**config.mk**
```make
export PLATFORM = sky130hd
export DESIGN_NAME = encoder_speed_meter
export DESIGN_NICKNAME = d
export VERILOG_FILES = /design/src/rtl/encoder_speed_meter.sv
export SDC_FILE = /design/constraint.sdc
export NUM_CORES = 1
export LEC_CHECK = 0
export BUFFER_PORTS_ARGS = -buffer_cell sky130_fd_sc_hd__buf_2
export CORE_MARGIN = 3
export CORE_UTILIZATION = 40
export DETAILED_ROUTE_END_ITERATION = 8
export RECOVER_POWER = 25
export SLEW_MARGIN = 10
export SYNTH_ARGS = -nofsm -noshare
export SYNTH_HDL_FRONTEND = slang
export SYNTH_SLANG_ARGS = --single-unit
```
**constraint.sdc**
```tcl
create_clock -name i_clk -period 3.37 [get_ports i_clk]
set_input_delay 0.1685 -clock i_clk [delete_from_list [all_inputs] [get_ports i_clk]]
set_output_delay 0.1685 -clock i_clk [all_outputs]
set_load 0.02 [all_outputs]
```
**src/rtl/encoder_speed_meter.sv**
```systemverilog
// Position, direction and step-period meter fed by a quadrature decoder.
// Define ENCODER_SPEED_FILTER_EN for a 4-tap moving average on o_period.
module encoder_speed_meter #(
   parameter int POS_WIDTH      = 16,
   parameter int PERIOD_WIDTH   = 20,
   parameter int TIMEOUT_CYCLES = 1_000_000
) (
   input  logic                        i_clk,
   input  logic                        i_rst,
   input  logic                        i_step,
   input  logic                        i_polarity,
   input  logic                        i_clear_pos,
   output logic signed [POS_WIDTH-1:0] o_position,
   output logic                        o_direction,
   output logic [PERIOD_WIDTH-1:0]     o_period,
   output logic                        o_period_valid,
   output logic                        o_stalled
);

   localparam logic [PERIOD_WIDTH-1:0] PERIOD_MAX = {PERIOD_WIDTH{1'b1}};
   localparam logic [PERIOD_WIDTH:0]   TIMEOUT    =
      (PERIOD_WIDTH+1)'(TIMEOUT_CYCLES);

   typedef enum logic {
      IDLE,
      RUN
   } state_t;

   state_t                    state;
   state_t                    state_nx;
   logic [PERIOD_WIDTH-1:0]   cnt;
   logic [PERIOD_WIDTH:0]     cnt_inc;
   logic [PERIOD_WIDTH-1:0]   period_raw;
   logic [PERIOD_WIDTH-1:0]   period_out;
   logic                      timeout;
   logic                      same_dir;
   logic                      enter_run;
   logic                      emit;
   logic                      reverse;
   logic                      stall_set;
   logic signed [POS_WIDTH-1:0] pos_delta;

   // cnt_inc carries one extra bit so the saturated counter never wraps
   always_comb begin
      cnt_inc    = {1'b0, cnt} + (PERIOD_WIDTH+1)'(1);
      period_raw = cnt_inc[PERIOD_WIDTH] ? PERIOD_MAX
                                         : cnt_inc[PERIOD_WIDTH-1:0];
      timeout    = (cnt_inc == TIMEOUT);
      same_dir   = (i_polarity == o_direction);
      pos_delta  = i_polarity ? POS_WIDTH'(1) : '1;
   end

   always_ff @(posedge i_clk) begin
      if (i_rst) begin
         state <= IDLE;
      end else begin
         state <= state_nx;
      end
   end

   always_comb begin
      state_nx = state;
      case (state)
         IDLE: if (i_step) state_nx = RUN;
         RUN:  if (!i_step && timeout) state_nx = IDLE;
         default: state_nx = IDLE;
      endcase
   end

   always_comb begin
      enter_run = 1'b0;
      emit      = 1'b0;
      reverse   = 1'b0;
      stall_set = 1'b0;
      case (state)
         IDLE: enter_run = i_step;
         RUN: begin
            emit      = i_step && same_dir;
            reverse   = i_step && !same_dir;
            stall_set = !i_step && timeout;
         end
         default: ;
      endcase
   end

`ifdef ENCODER_SPEED_FILTER_EN
   // three older raw periods; the current raw period is the fourth tap
   logic [PERIOD_WIDTH-1:0] hist [3];
   logic                    hist_live;
   logic [PERIOD_WIDTH+1:0] filt_sum;

   always_comb begin
      filt_sum   = (PERIOD_WIDTH+2)'(period_raw)
                 + (PERIOD_WIDTH+2)'(hist[0])
                 + (PERIOD_WIDTH+2)'(hist[1])
                 + (PERIOD_WIDTH+2)'(hist[2]);
      period_out = hist_live ? PERIOD_WIDTH'(filt_sum >> 2) : period_raw;
   end

   always_ff @(posedge i_clk) begin
      if (i_rst || stall_set || reverse) begin
         hist_live <= 1'b0;
         hist[0]   <= '0;
         hist[1]   <= '0;
         hist[2]   <= '0;
      end else if (emit) begin
         hist_live <= 1'b1;
         hist[0]   <= period_raw;
         hist[1]   <= hist_live ? hist[0] : period_raw;
         hist[2]   <= hist_live ? hist[1] : period_raw;
      end
   end
`else
   always_comb begin
      period_out = period_raw;
   end
`endif

   always_ff @(posedge i_clk) begin
      if (i_rst) begin
         cnt            <= '0;
         o_position     <= '0;
         o_direction    <= 1'b0;
         o_period       <= '0;
         o_period_valid <= 1'b0;
         o_stalled      <= 1'b1;
      end else begin
         if (i_step) begin
            cnt <= '0;
         end else if (!cnt_inc[PERIOD_WIDTH]) begin
            cnt <= cnt_inc[PERIOD_WIDTH-1:0];
         end
         if (i_clear_pos) begin
            o_position <= '0;
         end else if (i_step) begin
            o_position <= o_position + pos_delta;
         end
         if (i_step) begin
            o_direction <= i_polarity;
         end
         o_period_valid <= emit;
         if (emit) begin
            o_period <= period_out;
         end else if (stall_set) begin
            o_period <= '0;
         end
         if (enter_run) begin
            o_stalled <= 1'b0;
         end else if (stall_set) begin
            o_stalled <= 1'b1;
         end
      end
   end

endmodule
```
==> results.py <==
metrics = {
    "sta": {
        "final_hold_violating_endpoints": 0,
        "setup-violations-final": 0,
        "slew-limit-headroom": 0.101,
        "number_of_pins_with_negative_max_slew_slack_in_the_final_report": 0,
        "grt_setup_unrepaired": "no",
        "worst_clock_skew_ps": 12.7,
        "fin_crit_sh": 0.789,
        "timing.final.crit_period_ps": 2660,
        "finalWorstSetupSlack_ps": 710,
        "timing.fmax_mhz": 376,
        "worst_slew_pin_slew_ps": 1350,
        "finalSetupTns_ps": 0,
    },
    "layout": {
        "synthToLayoutAreaGrowth_pct": 14.8,
        "finish.instance_area_um2": 3720,
        "most-common-layout-cells": "sky130_fd_sc_hd__dfxtp_1 (60), sky130_fd_sc_hd__a21oi_1 (40), sky130_fd_sc_hd__nor2_1 (30)",
        "final_layout_size_suffix_gt1_frac": 0.120,
        "nFillCells": 773,
        "final_common_cell": "sky130_fd_sc_hd__dfxtp_1",
        "layout.nets": 426,
        "antenna-diode-count": 0,
    },
    "critical_path": {
        "timing.critical_path.fanout_max": 20,
        "critPathArrivalTime_ps": 2890,
        "kind_of_critical_path": "reg -> reg",
        "rrSetupSlack_ps": 710,
        "worst_setup_path_end_kind": "flip-flop",
        "start_kind": "flip-flop",
        "worst-endpoint-required_ps": 3600,
    },
    "routing": {
        "drt-vias-per-instance": 5.40,
        "drtIter0Drc": 98,
        "wirelength_um": 7120,
        "drt.antenna.violating_nets": 0,
        "routed_wire_per_std_cell_um": 13.9,
        "drtPass1Iterations": 4,
        "drc_errors": 0,
        "route.vias.total": 2761,
    },
    "synthesis": {
        "postSynth.asyncResetShare": 0,
        "yosysTopAreaCell": "sky130_fd_sc_hd__dfxtp_1",
        "post_synth_main_area_contributors": "sky130_fd_sc_hd__dfxtp_1 (37%), sky130_fd_sc_hd__a21oi_1 (6.2%), sky130_fd_sc_hd__ha_1 (6.2%)",
        "yosys.cell_types.count": 55,
        "synthFlopType": "sky130_fd_sc_hd__dfxtp_1",
        "synth_top_area_share": 0.370,
        "number_of_enable_type_register_cells_in_the_synthesized_netlist": 0,
        "synth-seq-cells": 60,
        "netlist_instances": 367,
        "synth.cell_area_um2": 3240,
        "synthesis.yosys.warnings": 0,
        "avgSynthCellArea_um2": 8.84,
        "synth_sequential_area_ratio": 0.370,
        "synth.net_count": 389,
    },
    "cts": {
        "cts-htree-levels": 3,
        "cts_hold_buf": 0,
        "tritoncts": "yes",
        "cts_post_setup_buffers_inserted": 0,
        "tritoncts.num_buffers": 9,
        "cts-resized-gates": 0,
        "clockRootBuffer": "sky130_fd_sc_hd__clkbuf_8",
        "clkTransAtPathRegs_ps": 70,
        "max-clock-path-buffers": 2,
        "latest_clock_arrival_within_the_worst_skew_pair_ps": 340,
        "number_of_clock_sinks_seen_by_cts": 60,
    },
    "grt": {
        "grt_start_max_net_pins": 26,
        "wire_length_of_the_first_global_routing_pass_um": 12000,
        "grt_pass1_vias": 2553,
        "antenna_found_initial": 0,
        "grt_overflow": 0,
        "grtUsageTotal": 0.168,
    },
    "pwr": {
        "peakVddDrop_uv": 198,
        "power_leakage_uw": 0.00163,
        "power.density_nw_per_um2": 445,
    },
    "floorplan": {
        "coreArea_um2": 7810,
        "die_area_um2": 9220,
        "fp-row-count": 32,
        "initial_standard_cell_utilization_of_the_core": 0.415,
        "io-pin-count": 44,
        "die_height_um": 96.0,
        "die_width_um": 96.0,
    },
    "placed_design": {
        "placed_cell_area_um2": 3520,
        "port_buffers": 43,
        "gpl.final_weighted_congestion": 0.798,
        "post-place-ws_ps": 646,
        "hpwl_um": 5150,
    },
    "status": {
        "result_of_the_run": "completed",
    },
    "flow_run": {
        "max_cap_violations": 0,
    },
    "worst_hold_path": {
        "holdCritPathClass": "in -> reg",
    },
}
[cell families after synthesis]
kind of cell	synth area share
compound gates	0.209
simple gates	0.191
xor+xnor	0.0810
fa+ha+maj	0.0679
mux	0.0405
buf+inv	0.0397
flops	0.370
[Yosys cell counts, types with 6 or more instances]
cell type                  instances
sky130_fd_sc_hd__nand2_1          20
sky130_fd_sc_hd__dfxtp_1          60
sky130_fd_sc_hd__ha_1             16
sky130_fd_sc_hd__nor2_1           30
sky130_fd_sc_hd__clkbuf_1         16
sky130_fd_sc_hd__xor2_1           10
sky130_fd_sc_hd__xnor2_1          20
sky130_fd_sc_hd__o21ai_0           8
sky130_fd_sc_hd__a21o_1           18
sky130_fd_sc_hd__a31oi_1           6
sky130_fd_sc_hd__nand3_1          12
sky130_fd_sc_hd__a21oi_1          40
sky130_fd_sc_hd__mux2i_1          12
sky130_fd_sc_hd__inv_1            12
sky130_fd_sc_hd__nand4_1           9
[flip-flops by register name, summed over array words and instances (netlist names)]
name and flops:
o_period 20, cnt 20, o_period_valid 1, o_stalled 1, o_position 16, o_direction 1, state 1
[final timing paths]
path	from	to	cells after the start
max	cnt[0]	o_period[1]	9
min	i_rst	o_direction	2
max reg2reg	cnt[0]	o_period[1]	9
min reg2reg	o_period[11]	o_period[11]	1
[worst max-delay path: stages, from the launching register on]
cell and delay, ps:
sky130_fd_sc_hd__dfxtp_1 460, sky130_fd_sc_hd__ha_1 270, sky130_fd_sc_hd__and2_1 280, sky130_fd_sc_hd__xnor2_1 150, sky130_fd_sc_hd__a31oi_1 110, sky130_fd_sc_hd__or4_1 550
sky130_fd_sc_hd__nor3_2 140, sky130_fd_sc_hd__a311oi_2 110, sky130_fd_sc_hd__buf_4 220, sky130_fd_sc_hd__a22o_1 240
[power breakdown]
group,total [uW],switching (uW),leakage [uW],internal (uW)
combinational,170,103,0.00102,66.6
sequential,737,13.3,0.000486,723
clock,749,274,0.000122,474
total,1660,391,0.00163,1260
[metrics by stage]
step	instances	utilization	hold slack [ps]	power (uW)
2_1_floorplan	367	-	238	883
3_3_place_gp	495	0.450	428	922
3_5_place_dp	495	0.450	433	924
4_1_cts	511	0.481	85.6	1690
5_1_grt	511	0.477	102	1740
6_report	511	0.477	111	1660
[routing by layer]
layer  up-vias  wire length [um]  track usage
li1       1423                 -            -
met1      1278              3590        0.225
met2        51              3100        0.252
met3         9               320       0.0399
met4         0               112       0.0782
met5         -                 0            0
[layout make-up]
cell class / count / area (um2) / area share
multi-input combinational: 276 / 1910 / 0.514
tap: 102 / 128 / 0.0343
clock buffer: 12 / 165 / 0.0444
clock inverter: 4 / 70.1 / 0.0188
inverter: 12 / 45.0 / 0.0121
sequential: 60 / 1200 / 0.323
timing repair buffer: 45 / 201 / 0.0541
No activity file was read; power rests on OpenSTA's default activity.
